==> config.mk <==
export PLATFORM = sky130hd
export DESIGN_NAME = fpmult_round_stage
export DESIGN_NICKNAME = d
export VERILOG_FILES = /design/src/rtl/fpmult_round_stage_pkg.sv /design/src/rtl/fpmult_pipe_ctrl.sv /design/src/rtl/fpmult_round_stage.sv
export SDC_FILE = /design/constraint.sdc
export NUM_CORES = 1
export LEC_CHECK = 0
export CAP_MARGIN = 15
export CORE_MARGIN = 8
export CORE_UTILIZATION = 37
export DETAILED_ROUTE_END_ITERATION = 16
export HOLD_SLACK_MARGIN = 0.12
export SYNTH_ARGS = -nofsm -noshare
export SYNTH_HDL_FRONTEND = slang
export SYNTH_SLANG_ARGS = --single-unit
==> constraint.sdc <==
create_clock -name clk -period 1.8 [get_ports clk]
set_input_delay 0.27 -clock clk [delete_from_list [all_inputs] [get_ports clk]]
set_output_delay 0.27 -clock clk [all_outputs]
set_load 0.02 [all_outputs]
==> src/rtl/fpmult_round_stage_pkg.sv <==
// ----------------------------------------------------------------------------
// fpmult_round_stage_pkg
//   Shared FP-multiply format constants for the round/pack stage and anything
//   else that needs the single-precision field layout.
//   EXPONENT        exponent field width
//   MANTISSA        stored mantissa width (hidden bit excluded)
//   BIAS            exponent bias
//   ACTUAL_MANTISSA mantissa width including the hidden bit
//   QNAN            canonical quiet NaN for the default 32-bit format
// ----------------------------------------------------------------------------
package fpmult_round_stage_pkg;

   localparam int EXPONENT        = 8;
   localparam int MANTISSA        = 23;
   localparam int BIAS            = (1 << (EXPONENT - 1)) - 1;
   localparam int ACTUAL_MANTISSA = MANTISSA + 1;
   localparam logic [31:0] QNAN   = 32'h7FC0_0000;

endpackage

==> src/rtl/fpmult_pipe_ctrl.sv <==
// ----------------------------------------------------------------------------
// fpmult_pipe_ctrl
//   Valid bit and load enable for one stage of the round/pack pipeline. All
//   stages share one advance signal, so a stalled output freezes the whole
//   pipe and the stage data never needs a skid buffer.
// Ports
//   clk, rst_n  clock, asynchronous active-low reset
//   up_vld      valid of the data presented to this stage
//   adv         pipeline advance (output empty or being taken)
//   vld         this stage holds valid data
//   load        enable for this stage's data registers
// ----------------------------------------------------------------------------
module fpmult_pipe_ctrl (
   input  logic clk,
   input  logic rst_n,
   input  logic up_vld,
   input  logic adv,
   output logic vld,
   output logic load
);

   // Only capture real data; a bubble just clears the valid bit.
   assign load = adv & up_vld;

   always_ff @(posedge clk or negedge rst_n) begin
      if (!rst_n)   vld <= 1'b0;
      else if (adv) vld <= up_vld;
   end

endmodule

==> src/rtl/fpmult_round_stage.sv <==
// ----------------------------------------------------------------------------
// fpmult_round_stage
//   Final FP-multiply stage: removes the second exponent bias, applies the
//   round increment, detects overflow/underflow and packs the IEEE-754 product
//   through a two-stage valid/ready pipeline (S1 round, S2 pack).
// Ports
//   clk, rst_n            clock, asynchronous active-low reset
//   in_valid / in_ready   upstream handshake (in_ready = pipeline advance)
//   Sp, NormE, NormM, GRS product sign, double-biased exponent, normalized
//                         mantissa (hidden bit dropped), round-up request
//   in_nan/in_inf/in_zero operand exceptions, priority nan > inf > zero
//   out_valid / out_ready downstream handshake
//   P                     packed {sign, exponent, mantissa}
//   out_ovf / out_unf     result saturated to infinity / flushed to zero
// Configuration
//   FPMULT_STICKY_FLAGS_EN adds flags_clr (in) and sticky_flags[1:0] = {ovf,unf}
//   accumulated over output handshakes; a same-cycle set beats the clear.
// ----------------------------------------------------------------------------
module fpmult_round_stage #(
   parameter int EXPONENT = fpmult_round_stage_pkg::EXPONENT,
   parameter int MANTISSA = fpmult_round_stage_pkg::MANTISSA,
   parameter int BIAS     = fpmult_round_stage_pkg::BIAS
) (
   input  logic                         clk,
   input  logic                         rst_n,
   input  logic                         in_valid,
   output logic                         in_ready,
   input  logic                         Sp,
   input  logic [EXPONENT:0]            NormE,
   input  logic [MANTISSA-1:0]          NormM,
   input  logic                         GRS,
   input  logic                         in_nan,
   input  logic                         in_inf,
   input  logic                         in_zero,
   output logic                         out_valid,
   input  logic                         out_ready,
   output logic [EXPONENT+MANTISSA:0]   P,
   output logic                         out_ovf,
   output logic                         out_unf
`ifdef FPMULT_STICKY_FLAGS_EN
   ,
   input  logic                         flags_clr,
   output logic [1:0]                   sticky_flags
`endif
);

   import fpmult_round_stage_pkg::*;

   localparam int W          = 1 + EXPONENT + MANTISSA;
   localparam int NUM_STAGES = 2;
   localparam logic [EXPONENT+1:0]        BIAS_X = (EXPONENT+2)'(BIAS);
   localparam logic signed [EXPONENT+1:0] R_MAX  = (EXPONENT+2)'((1 << EXPONENT) - 1);
   localparam logic [W-1:0] QNAN_P = {1'b0, {EXPONENT{1'b1}}, 1'b1, {(MANTISSA-1){1'b0}}};

   // Rounded mantissa is kept as carry + low bits: the carry bit is the
   // top bit of Mr and doubles as the exponent increment.
   typedef struct packed {
      logic                sp;
      logic                c;
      logic [MANTISSA-1:0] m;
      logic [EXPONENT+1:0] r;     // unbiased exponent, two's complement
      logic                nan;
      logic                inf;
      logic                zero;
   } s1_t;

   logic [NUM_STAGES:0]   vld_pipe;
   logic [NUM_STAGES-1:0] ld;
   logic                  adv;
   s1_t                   s1_d, s1_q;
   logic [W-1:0]          p_d;
   logic                  ovf_d, unf_d;

   assign adv         = ~vld_pipe[NUM_STAGES] | out_ready;
   assign in_ready    = adv;
   assign out_valid   = vld_pipe[NUM_STAGES];
   assign vld_pipe[0] = in_valid;

   fpmult_pipe_ctrl u_ctrl [NUM_STAGES-1:0] (
      .clk    (clk),
      .rst_n  (rst_n),
      .up_vld (vld_pipe[NUM_STAGES-1:0]),
      .adv    (adv),
      .vld    (vld_pipe[NUM_STAGES:1]),
      .load   (ld)
   );

   // ---------------- S1: round and unbias ----------------
   always_comb begin : s1_round
      logic [MANTISSA:0] mr;
      mr        = {1'b0, NormM} + (MANTISSA+1)'(GRS);
      s1_d.sp   = Sp;
      s1_d.c    = mr[MANTISSA];
      s1_d.m    = mr[MANTISSA-1:0];
      s1_d.r    = {1'b0, NormE} + (EXPONENT+2)'(mr[MANTISSA]) - BIAS_X;
      s1_d.nan  = in_nan;
      s1_d.inf  = in_inf;
      s1_d.zero = in_zero;
   end

   always_ff @(posedge clk or negedge rst_n) begin
      if (!rst_n)     s1_q <= '0;
      else if (ld[0]) s1_q <= s1_d;
   end

   // ---------------- S2: range check and pack ----------------
   always_comb begin : s2_pack
      p_d   = '0;
      ovf_d = 1'b0;
      unf_d = 1'b0;
      if (s1_q.nan) begin
         p_d = QNAN_P;
      end else if (s1_q.inf) begin
         p_d = {s1_q.sp, {EXPONENT{1'b1}}, {MANTISSA{1'b0}}};
      end else if (s1_q.zero) begin
         p_d = {s1_q.sp, {(W-1){1'b0}}};
      end else if ($signed(s1_q.r) >= R_MAX) begin
         p_d   = {s1_q.sp, {EXPONENT{1'b1}}, {MANTISSA{1'b0}}};
         ovf_d = 1'b1;
      end else if (s1_q.r[EXPONENT+1] || (s1_q.r == '0)) begin
         // no denormal support: anything at or below exponent 0 flushes
         p_d   = {s1_q.sp, {(W-1){1'b0}}};
         unf_d = 1'b1;
      end else begin
         p_d = {s1_q.sp, s1_q.r[EXPONENT-1:0], s1_q.c ? {MANTISSA{1'b0}} : s1_q.m};
      end
   end

   always_ff @(posedge clk or negedge rst_n) begin
      if (!rst_n) begin
         P       <= '0;
         out_ovf <= 1'b0;
         out_unf <= 1'b0;
      end else if (ld[1]) begin
         P       <= p_d;
         out_ovf <= ovf_d;
         out_unf <= unf_d;
      end
   end

`ifdef FPMULT_STICKY_FLAGS_EN
   logic [1:0] set_flags;

   assign set_flags = (out_valid & out_ready) ? {out_ovf, out_unf} : 2'b00;

   always_ff @(posedge clk or negedge rst_n) begin
      if (!rst_n) sticky_flags <= 2'b00;
      else        sticky_flags <= (flags_clr ? 2'b00 : sticky_flags) | set_flags;
   end
`endif

endmodule
==> out/qor.csv, run 1 <==
stage,metric,value,unit
logic_synthesis,avgSynthCellArea,10.21,µm²
worst_setup_path,startpoint_type,primary input,
sta,min_period,1811,ps
sta,rsz0062_at_grt,yes,
cells_and_area,multiInputGateArea,1546,µm²
sta,slew_headroom,62.46,%
cells_and_area,final_cell_mix,"dfrtp_1, buf_4, nand2_1",
logic_synthesis,synth-main-ff-cell,dfrtp_1,
sta,finalSetupViolCount,1,
routing,vias,2970,
global_route,grt_max_degree,75,
cells_and_area,finish.utilization,55.71,%
clock_network,clockRootBuffer,clkbuf_8,
logic_synthesis,synth_top_family_by_area,simple AND/OR/NAND/NOR gates,
worst_setup_path,r2r_setup_slack,130,ps
clock_network,clk_pin_slew,80,ps
routing,drc,0,
placement,hpwl,6742,µm
cells_and_area,area_growth,49.16,%
power,power_density,997.4,nW/µm²
worst_setup_path,crit_path_max_fanout,3,
logic_synthesis,synth-edff-count,0,
logic_synthesis,synth-simple-area-share,18.98,%
placement,dp.cells,554,
cells_and_area,area.sequential,1852,µm²
run_status,outcome,"finished, violations left",
logic_synthesis,synth_mux_area_share,0,%
logic_synthesis,synth.net_count,375,
worst_setup_path,worstPathArrival,2050,ps
sta,drv_slew,0,
worst_setup_path,reg2reg_from,s1_q[6],
run,maxCapViolations,0,
power,peakVddDrop,0.4708,mV
clock_network,htreeDepth,3,
cells_and_area,final_common_cell,dfrtp_1,
logic_synthesis,synth_xor_area_share,4.939,%
placement,port-buffer-count,76,
logic_synthesis,synth_seq_cells,74,
worst_hold_path,min_path_type,primary input to register,
placement,globalplace.congestion,0.8589,
logic_synthesis,synth_fa_ha_area_share,1.485,%
global_route,overflow,0,
logic_synthesis,synthCells,330,
logic_synthesis,synth_seq_area_share,54.96,%
cells_and_area,nNetsFinal,508,
routing,ant_nets,0,
cells_and_area,layout-drive-gt1-share,22.70,%
sta,max_slew.worst_pin.slew,559.4,ps
logic_synthesis,yosys.area.top_type_share,54.96,%
cells_and_area,diodes,0,
floorplanning,num_io_pins,77,
cells_and_area,fillers,802,
logic_synthesis,async_reset_ff_share,100.0,%
logic_synthesis,ys_types,37,
floorplanning,die-area,12420,µm²
global_route,grt_pass1_wl,15610,µm
clock_network,clk-insertion-delay-late,340,ps
sta,fin_ws,-11.17,ps
cells_and_area,layout.cells.non_filler,578,
clock_network,cts_num_sinks,74,
floorplanning,die_h,111.4,µm
clock_network,numCtsBuffers,9,
clock_network,cts_tree,done,
logic_synthesis,synth_compound_area_share,17.01,%
floorplanning,rows,35,
global_route,grt_antenna_before_repair,0,
floorplanning,die_w,111.4,µm
sta,fin_worst_skew,13.70,ps
worst_setup_path,required,2040,ps
power,p_leak,0.002193,µW
sta,period_share,100.6,%
logic_synthesis,yosys_warnings,0,
floorplanning,start_util,37.35,%
routing,drt_first_pass_iters,4,
worst_hold_path,min_from,GRS,
routing,dr.first_iter.drc_count,140,
routing,drt-total-wl,8938,µm
routing,via_per_inst,5.138,
run_status,violations,negative setup slack,
clock_network,clockBufferDepth,2,
logic_synthesis,synth.area.top_cells,"dfrtp_1, nand2_1, a22o_1",
worst_setup_path,worst_setup_path_end_kind,register,
global_route,grt_pass1_vias,3142,
sta,hold_viol_final,0,
global_route,grt_use_total,14.99,%
worst_setup_path,critPathLaunch,NormM[0],
floorplanning,core_area,9021,µm²
logic_synthesis,yosysTopAreaCell,dfrtp_1,
worst_setup_path,crit_type,primary input to register,
routing,wire_per_inst,15.46,µm
logic_synthesis,netlist_area,3369,µm²
sta,max_freq,552.1,MHz
==> power by group <==
| group | internal (µW) | leakage, µW | switching (µW) | total, µW |
|---|---|---|---|---|
| logic | 671 | 0.00116 | 643 | 1310 |
| clock network | 920 | 0.000116 | 628 | 1550 |
| registers | 1960 | 0.000918 | 194 | 2150 |
==> cell usage after synthesis (2+ instances only) <==
cell type and number:
nand2_1 56, ha_1 4, o31ai_1 3, o21ai_0 29, nand3b_1 2, o221a_2 8, buf_2 4, and3_1 3
a31oi_1 10, nor3_1 2, or4_1 4, o21ai_1 2, or3_1 6, dfrtp_1 74, inv_1 6, nand4_1 8
nand4b_1 2, a22o_1 22, xor2_1 8, nor2_1 20, nand3_1 12, nand2b_1 2, clkbuf_1 11, nor4_1 4
and4_1 4, and2_1 2, xnor2_1 11, a21oi_1 2
==> flip-flops by register name, indices dropped and copies added, names as in the netlist <==
register    flops
u_ctrl.vld      2
out_ovf         1
out_unf         1
s1_q           38
P              32
==> cell families (layout without fill, tap and decap cells) <==
group / count (synthesis) / count (layout)
XOR/XNOR: 19 / 19
buffers and inverters: 22 / 159
AO/OA/AOI/OAI: 81 / 81
AND/OR/NAND/NOR: 130 / 130
flip-flops: 74 / 74
adder cells (fa/ha/maj): 4 / 4
==> final timing paths <==
kind / to / depth (start not counted)
setup / recovery: s1_q[11] / 12
min in group asynchronous: s1_q[16] / 3
hold reg to reg: s1_q[18] / 2
hold / removal: s1_q[13] / 4
setup reg to reg: P[5] / 5
max in group asynchronous: s1_q[12] / 3
==> critical path: stages <==
cell and delay (ps):
buf_8 70, ha_4 140, nand3_4 70, nor4_4 320, nand4_1 200, ha_2 250, inv_2 70, ha_4 130
and3_4 180, a41oi_2 100, xnor2_1 170, o21ai_1 80
==> area by class of cell <==
class                      count  share of cell area (%)
inverter                       6                  0.4481
tap                          111                   2.763
multi-input combinational    234                   30.77
clock inverter                 6                   2.290
clock buffer                   9                   2.465
sequential                    74                   36.84
timing repair buffer         138                   24.42
==> through the flow <==
| stage | total power (µW) | area [µm²] | setup WS (ps) | TNS (ps) | hold slack (ps) |
|---|---|---|---|---|---|
| after detailed placement | 3521 | 4713 | -760.5 | -12980 | 334.8 |
| after CTS | 5051 | 4986 | 4.682 | 0 | 236.1 |
| after global routing | 5277 | 5026 | -134.8 | -308.1 | 263.9 |
| after global placement | 3494 | 4713 | -701.1 | -12390 | 334.3 |
| after floorplan | 2798 | 3470 | -68.00 | -112.6 | -25.59 |
| final | 5013 | 5026 | -11.17 | -11.17 | 244.0 |
==> per-layer routing <==
layer  vias to the layer above  share of wire [%]  track usage [%]  wire length [µm]
met5                         -                  0                0                 0
met4                         0               0.72            4.089                64
met3                         4                4.9            3.978               440
met2                        61                 48            24.10              4318
met1                      1431                 46            19.38              4114
li1                       1474                  -                -                 -
==> repair_timing <==
| action | in CTS | in global routing |
|---|---|---|
| buffers inserted | 5 | 3 |
| hold endpoints to repair | 74 | 0 |
| endpoints found under the setup margin | 22 | 3 |
| gates cloned | 0 | 0 |
| hold buffers | 1 | 0 |
| pin swaps | 12 | 9 |
| gates resized for setup | 41 | 9 |
(Power assumes the default switching activity.)
==> inputs of run 2 (changes only) <==
Settings changed: SYNTH_HIERARCHICAL set to 1.
==> out/qor.csv, run 2 <==
stage,metric,value,unit
floorplanning,die_w,114.0,µm
placement,port-buffer-count,76,
logic_synthesis,synth.area.top_cells,"dfrtp_1, nor2_1, nand2_1",
floorplanning,rows,35,
sta,period_share,112.6,%
logic_synthesis,avgSynthCellArea,9.447,µm²
logic_synthesis,synth-main-ff-cell,dfrtp_1,
power,p_int,3521,µW
logic_synthesis,yosysTopAreaCell,dfrtp_1,
power,peakVddDrop,0.4818,mV
floorplanning,num_io_pins,77,
placement,dp.cells,603,
sta,fin_worst_skew,14.76,ps
floorplanning,core_area,9284,µm²
cells_and_area,area.sequential,1852,µm²
run_status,violations,negative setup slack,
global_route,grt_antenna_before_repair,0,
routing,drt-total-wl,9098,µm
worst_setup_path,startpoint_type,primary input,
cells_and_area,final_common_cell,dfrtp_1,
sta,max_slew.worst_pin.slew,470.9,ps
logic_synthesis,synth.net_count,421,
placement,globalplace.congestion,0.7983,
power,switching_share,29.84,%
global_route,grt_pass1_vias,3084,
cells_and_area,fillers,852,
global_route,grt_use_total,14.58,%
worst_setup_path,crit_path_max_fanout,2,
power,power_density,972.2,nW/µm²
sta,min_period,2027,ps
power,combinationalPowerShare,25.5,%
run,maxCapViolations,0,
routing,vias,3067,
logic_synthesis,yosys.area.top_type_share,52.13,%
power,p_leak,0.002098,µW
sta,finalSetupViolCount,7,
floorplanning,die_h,114.0,µm
cells_and_area,diodes,0,
logic_synthesis,yosysMostFrequentCell,dfrtp_1,
worst_hold_path,min_from,GRS,
cells_and_area,reg.largest.list,"s1_q: 38 flops, P: 32 flops, u_ctrl/vld: 2 flops",
clock_network,numCtsBuffers,9,
cells_and_area,largest_reg_flops,38,
logic_synthesis,synth_seq_cells,74,
routing,dr.first_iter.drc_count,144,
routing,ant_nets,0,
routing,drt_first_pass_iters,6,
clock_network,clockBufferDepth,2,
cells_and_area,nNetsFinal,536,
logic_synthesis,netlist_area,3552,µm²
global_route,grt_pass1_wl,15170,µm
clock_network,clk_pin_slew,90,ps
cells_and_area,layout.cells.non_filler,625,
clock_network,clockRootBuffer,clkbuf_8,
worst_setup_path,critPathLaunch,NormM[0],
cells_and_area,layout-drive-gt1-share,22.78,%
routing,via_per_inst,4.907,
global_route,overflow,0,
sta,drv_slew,0,
logic_synthesis,yosys_warnings,6,
clock_network,htreeDepth,3,
logic_synthesis,synth-edff-count,0,
routing,wire_per_inst,14.56,µm
placement,hpwl,6814,µm
cells_and_area,multiInputGateArea,1610,µm²
logic_synthesis,ys_types,39,
logic_synthesis,yosys-top-cells-count,"dfrtp_1, nor2_1, nand2_1",
cells_and_area,area_growth,45.30,%
clock_network,cts_tree,done,
logic_synthesis,synth_seq_area_share,52.13,%
worst_setup_path,required,2020,ps
worst_setup_path,reg2reg_from,s1_q[6],
worst_setup_path,worst_setup_path_end_kind,register,
power,p_sw,1497,µW
logic_synthesis,async_reset_ff_share,100.0,%
sta,tns,-866.7,ps
floorplanning,die-area,12990,µm²
logic_synthesis,synthCells,376,
routing,drc,0,
power,p_clk_share,31.8,%
placement,pre_cts_ws,-943.4,ps
clock_network,cts_num_sinks,74,
power,seqPwrFrac,42.7,%
global_route,grt_max_degree,49,
clock_network,clk-insertion-delay-late,350,ps
sta,slew_headroom,68.60,%
sta,max_freq,493.5,MHz
run_status,outcome,"finished, violations left",
floorplanning,start_util,38.26,%
worst_setup_path,crit_type,primary input to register,
cells_and_area,final_cell_mix,"dfrtp_1, clkdlybuf4s50_1, buf_4",
worst_setup_path,worstPathArrival,2250,ps
sta,rsz0062_at_grt,yes,
cells_and_area,top_register,s1_q,
sta,hold_viol_final,0,
sta,fin_ws,-226.5,ps
worst_hold_path,min_path_type,primary input to register,
-- run 2: cell types whose count changed after synthesis, sizes merged, moves of 4 or more --
| cell | delta |
|---|---|
| inv | +27 |
| a31oi | +5 |
| a22o | -22 |
| o22ai | +22 |
| o21ai | -19 |
| a21oi | +20 |
| nor2 | +20 |
| o221a | -8 |
| nand3 | -4 |
| nand2 | -17 |
| mux2 | +11 |
-- run 2: final cells by class --
cell class | instances | share of cell area, %
clock buffer | 10 | 2.667
sequential | 74 | 35.88
clock inverter | 6 | 2.206
multi-input combinational | 247 | 31.20
tap | 129 | 3.127
inverter | 33 | 2.400
timing repair buffer | 126 | 22.52
-- run 2: through the flow --
| step | hold slack, ps | utilization [%] | cell area, µm² | power, µW |
|---|---|---|---|---|
| 4_1_cts | 262.8 | 55.80 | 5180 | 5051 |
| 5_1_grt | 272.9 | 55.59 | 5161 | 5284 |
| 3_5_place_dp | 254.8 | 52.28 | 4853 | 3461 |
| 6_report | 276.6 | 55.59 | 5161 | 5018 |
| 3_3_place_gp | 256.9 | 52.28 | 4853 | 3437 |
| 2_1_floorplan | -25.59 | - | 3631 | 2796 |
-- run 2: kinds of logic (layout without fill, tap and decap cells) --
logic type	Yosys count	count (layout)	share of synthesized area [%]
adder cells (fa/ha/maj)	4	4	1.409
flip-flops	74	74	52.13
buffers and inverters	55	175	6.199
multiplexers	13	13	4.262
XOR/XNOR	17	17	4.192
AO/OA/AOI/OAI	81	81	13.53
AND/OR/NAND/NOR	132	132	18.28
-- run 2: critical path, cell delays in order --
cell and delay [ps]:
buf_6 70, ha_4 130, and4_4 230, nand3_4 70
or4_4 520, ha_4 180, nand3b_1 180, nor3_2 190
xnor2_1 130, mux2_4 270
-- run 2: final timing paths --
check                      slack [ps]  depth (start not counted)            end
hold / removal                    280                          3       s1_q[13]
setup / recovery                 -230                         10       s1_q[10]
max in group asynchronous         780                          3          P[21]
setup reg to reg                  290                          5           P[7]
hold reg to reg                   510                          2           P[8]
min in group asynchronous         410                          2  u_ctrl[1]/vld
-- run 2: power by group through the flow --
stage | clock (µW) | sequential (µW) | combinational, µW
floorplan | 0 | 2250 | 548
global placement | 0 | 2170 | 1270
detailed placement | 0 | 2170 | 1290
CTS | 1610 | 2140 | 1300
global route | 1690 | 2180 | 1420
finish | 1590 | 2140 | 1280
-- run 2: timing repair --
item / in CTS / in global routing
endpoints found under the setup margin: 14 / 8
hold endpoints to repair: 18 / 0
cloned: 0 / 0
pin swaps: 18 / 11
gates resized for setup: 52 / 19
buffers inserted: 5 / 0
hold buffers: 1 / 0
-- run 2: layer usage --
metal | up-vias | global-route usage, % | share of wire (%)
li1 | 1543 | - | -
met1 | 1433 | 20.65 | 50
met2 | 77 | 20.43 | 42
met3 | 14 | 3.539 | 6.4
met4 | 0 | 6.389 | 1.8
met5 | - | 0 | 0
==> inputs of run 3 (changes only) <==
Clock period 1.8 ns to 2.3 ns, I/O delays scaled along.
==> out/qor.csv, run 3 (synthesis gave the netlist of run 2 again) <==
stage,metric,value,unit
worst_setup_path,required,2530,ps
global_route,grt_max_degree,50,
worst_setup_path,crit_type,primary input to register,
placement,pre_cts_ws,-553.7,ps
sta,drv_slew,0,
placement,dpl-instance-area,4735,µm²
sta,hold_viol_final,0,
floorplanning,core_area,9284,µm²
floorplanning,rows,35,
cells_and_area,fillers,898,
clock_network,clockRootBuffer,clkbuf_8,
cells_and_area,nNetsFinal,527,
clock_network,clk_pin_slew,70,ps
global_route,grt_pass1_wl,14590,µm
cells_and_area,diodes,0,
sta,hold-worst-slack,376.9,ps
sta,rsz0062_at_grt,no,
sta,fin_ws,118.6,ps
placement,hpwl,6497,µm
routing,wire_per_inst,13.87,µm
cells_and_area,finish.utilization,53.61,%
clock_network,clockBufferDepth,2,
run,maxCapViolations,0,
placement,globalplace.congestion,0.8204,
floorplanning,die_h,114.0,µm
sta,max_slew.worst_pin.slew,554.6,ps
routing,drc,0,
clock_network,htreeDepth,3,
cells_and_area,layout-drive-gt1-share,17.45,%
routing,vias,3054,
sta,max_freq,458.4,MHz
sta,slew_headroom,63.03,%
sta,fin_worst_skew,10.07,ps
cells_and_area,largest_reg_flops,38,
placement,port-buffer-count,76,
worst_setup_path,crit_path_max_fanout,3,
global_route,overflow,0,
routing,drt_first_pass_iters,4,
floorplanning,die-area,12990,µm²
cells_and_area,final_area,4977,µm²
routing,via_per_inst,4.958,
clock_network,cts_num_sinks,74,
worst_setup_path,worstPathArrival,2410,ps
global_route,grt_pass1_vias,3024,
clock_network,clk-insertion-delay-late,340,ps
worst_hold_path,min_path_type,primary input to register,
cells_and_area,reg.largest.list,"s1_q: 38 flops, P: 32 flops, u_ctrl/vld: 2 flops",
cells_and_area,final_cell_mix,"dfrtp_1, clkdlybuf4s50_1, nor2_1",
floorplanning,die_w,114.0,µm
cells_and_area,top_register,s1_q,
sta,min_period,2181,ps
cells_and_area,final_common_cell,dfrtp_1,
floorplanning,num_io_pins,77,
global_route,grt_use_total,13.83,%
worst_setup_path,startpoint_type,primary input,
floorplanning,start_util,38.26,%
cells_and_area,area_growth,40.12,%
sta,finalSetupViolCount,0,
clock_network,numCtsBuffers,9,
routing,ant_nets,0,
global_route,grt_antenna_before_repair,0,
routing,drt-total-wl,8544,µm
worst_setup_path,worst_setup_path_end_kind,register,
power,power_density,747.6,nW/µm²
routing,dr.first_iter.drc_count,114,
power,peakVddDrop,0.3421,mV
sta,period_share,94.84,%
clock_network,cts_tree,done,
run_status,outcome,"complete, no violations",
power,p_leak,0.002029,µW
-- run 3: critical path: stages --
cell and delay, ps:
dlygate4sd2_1 220, and4_1 240, nand2_2 70, or4_4 570, ha_4 180, nand3b_1 180
nor3_2 260, nor3_1 90, mux2_2 260
-- run 3: per-layer routing --
layer | global-route usage, % | share of wire (%) | up-vias
li1 | - | - | 1531
met4 | 5.590 | 1.3 | 0
met2 | 21.77 | 46 | 68
met1 | 18.15 | 48 | 1448
met3 | 2.800 | 4.8 | 7
met5 | 0 | 0 | -
-- run 3: per-stage QoR --
| stage | power [µW] | instances | TNS [ps] |
|---|---|---|---|
| floorplan | 2180 | 376 | 0 |
| CTS | 3763 | 616 | 0 |
| global route | 3940 | 616 | 0 |
| global placement | 2642 | 597 | -3638 |
| finish | 3721 | 616 | 0 |
| detailed placement | 2657 | 597 | -4087 |
-- run 3: where the power goes --
part | leakage, µW | internal [µW] | switching [µW]
Combinational | 0.00103 | 455 | 499
Clock | 0.000116 | 633 | 474
Sequential | 0.000887 | 1510 | 147
-- run 3: final cells by class --
cell class / count / area, µm² / area share, %
multi-input cells: 247 / 1546 / 31.07
inverters: 33 / 123.9 / 2.489
flip-flops and latches: 74 / 1852 / 37.20
repair buffers: 117 / 1076 / 21.62
clock inverters: 6 / 80.08 / 1.609
clock buffers: 10 / 137.6 / 2.765
well taps: 129 / 161.4 / 3.243
-- run 3: final timing paths --
check                      endpoint  depth (start not counted)  slack, ps     startpoint
min in group asynchronous      P[1]                          2        550          rst_n
max in group asynchronous  s1_q[23]                          3       1170          rst_n
min                        s1_q[33]                          3        380      NormM[20]
min reg2reg                   P[31]                          2        520       s1_q[37]
max                        s1_q[12]                          9        120      NormM[10]
max reg2reg                s1_q[31]                          5        690  u_ctrl[1]/vld
-- run 3: timing repair --
action | 4_1_cts | 5_1_grt
gates resized for setup | 26 | 1
endpoints found under the hold margin | 41 | 0
endpoints found under the setup margin | 6 | 4
pin swaps | 11 | 1
setup buffers | 2 | 0
hold buffers | 1 | 0
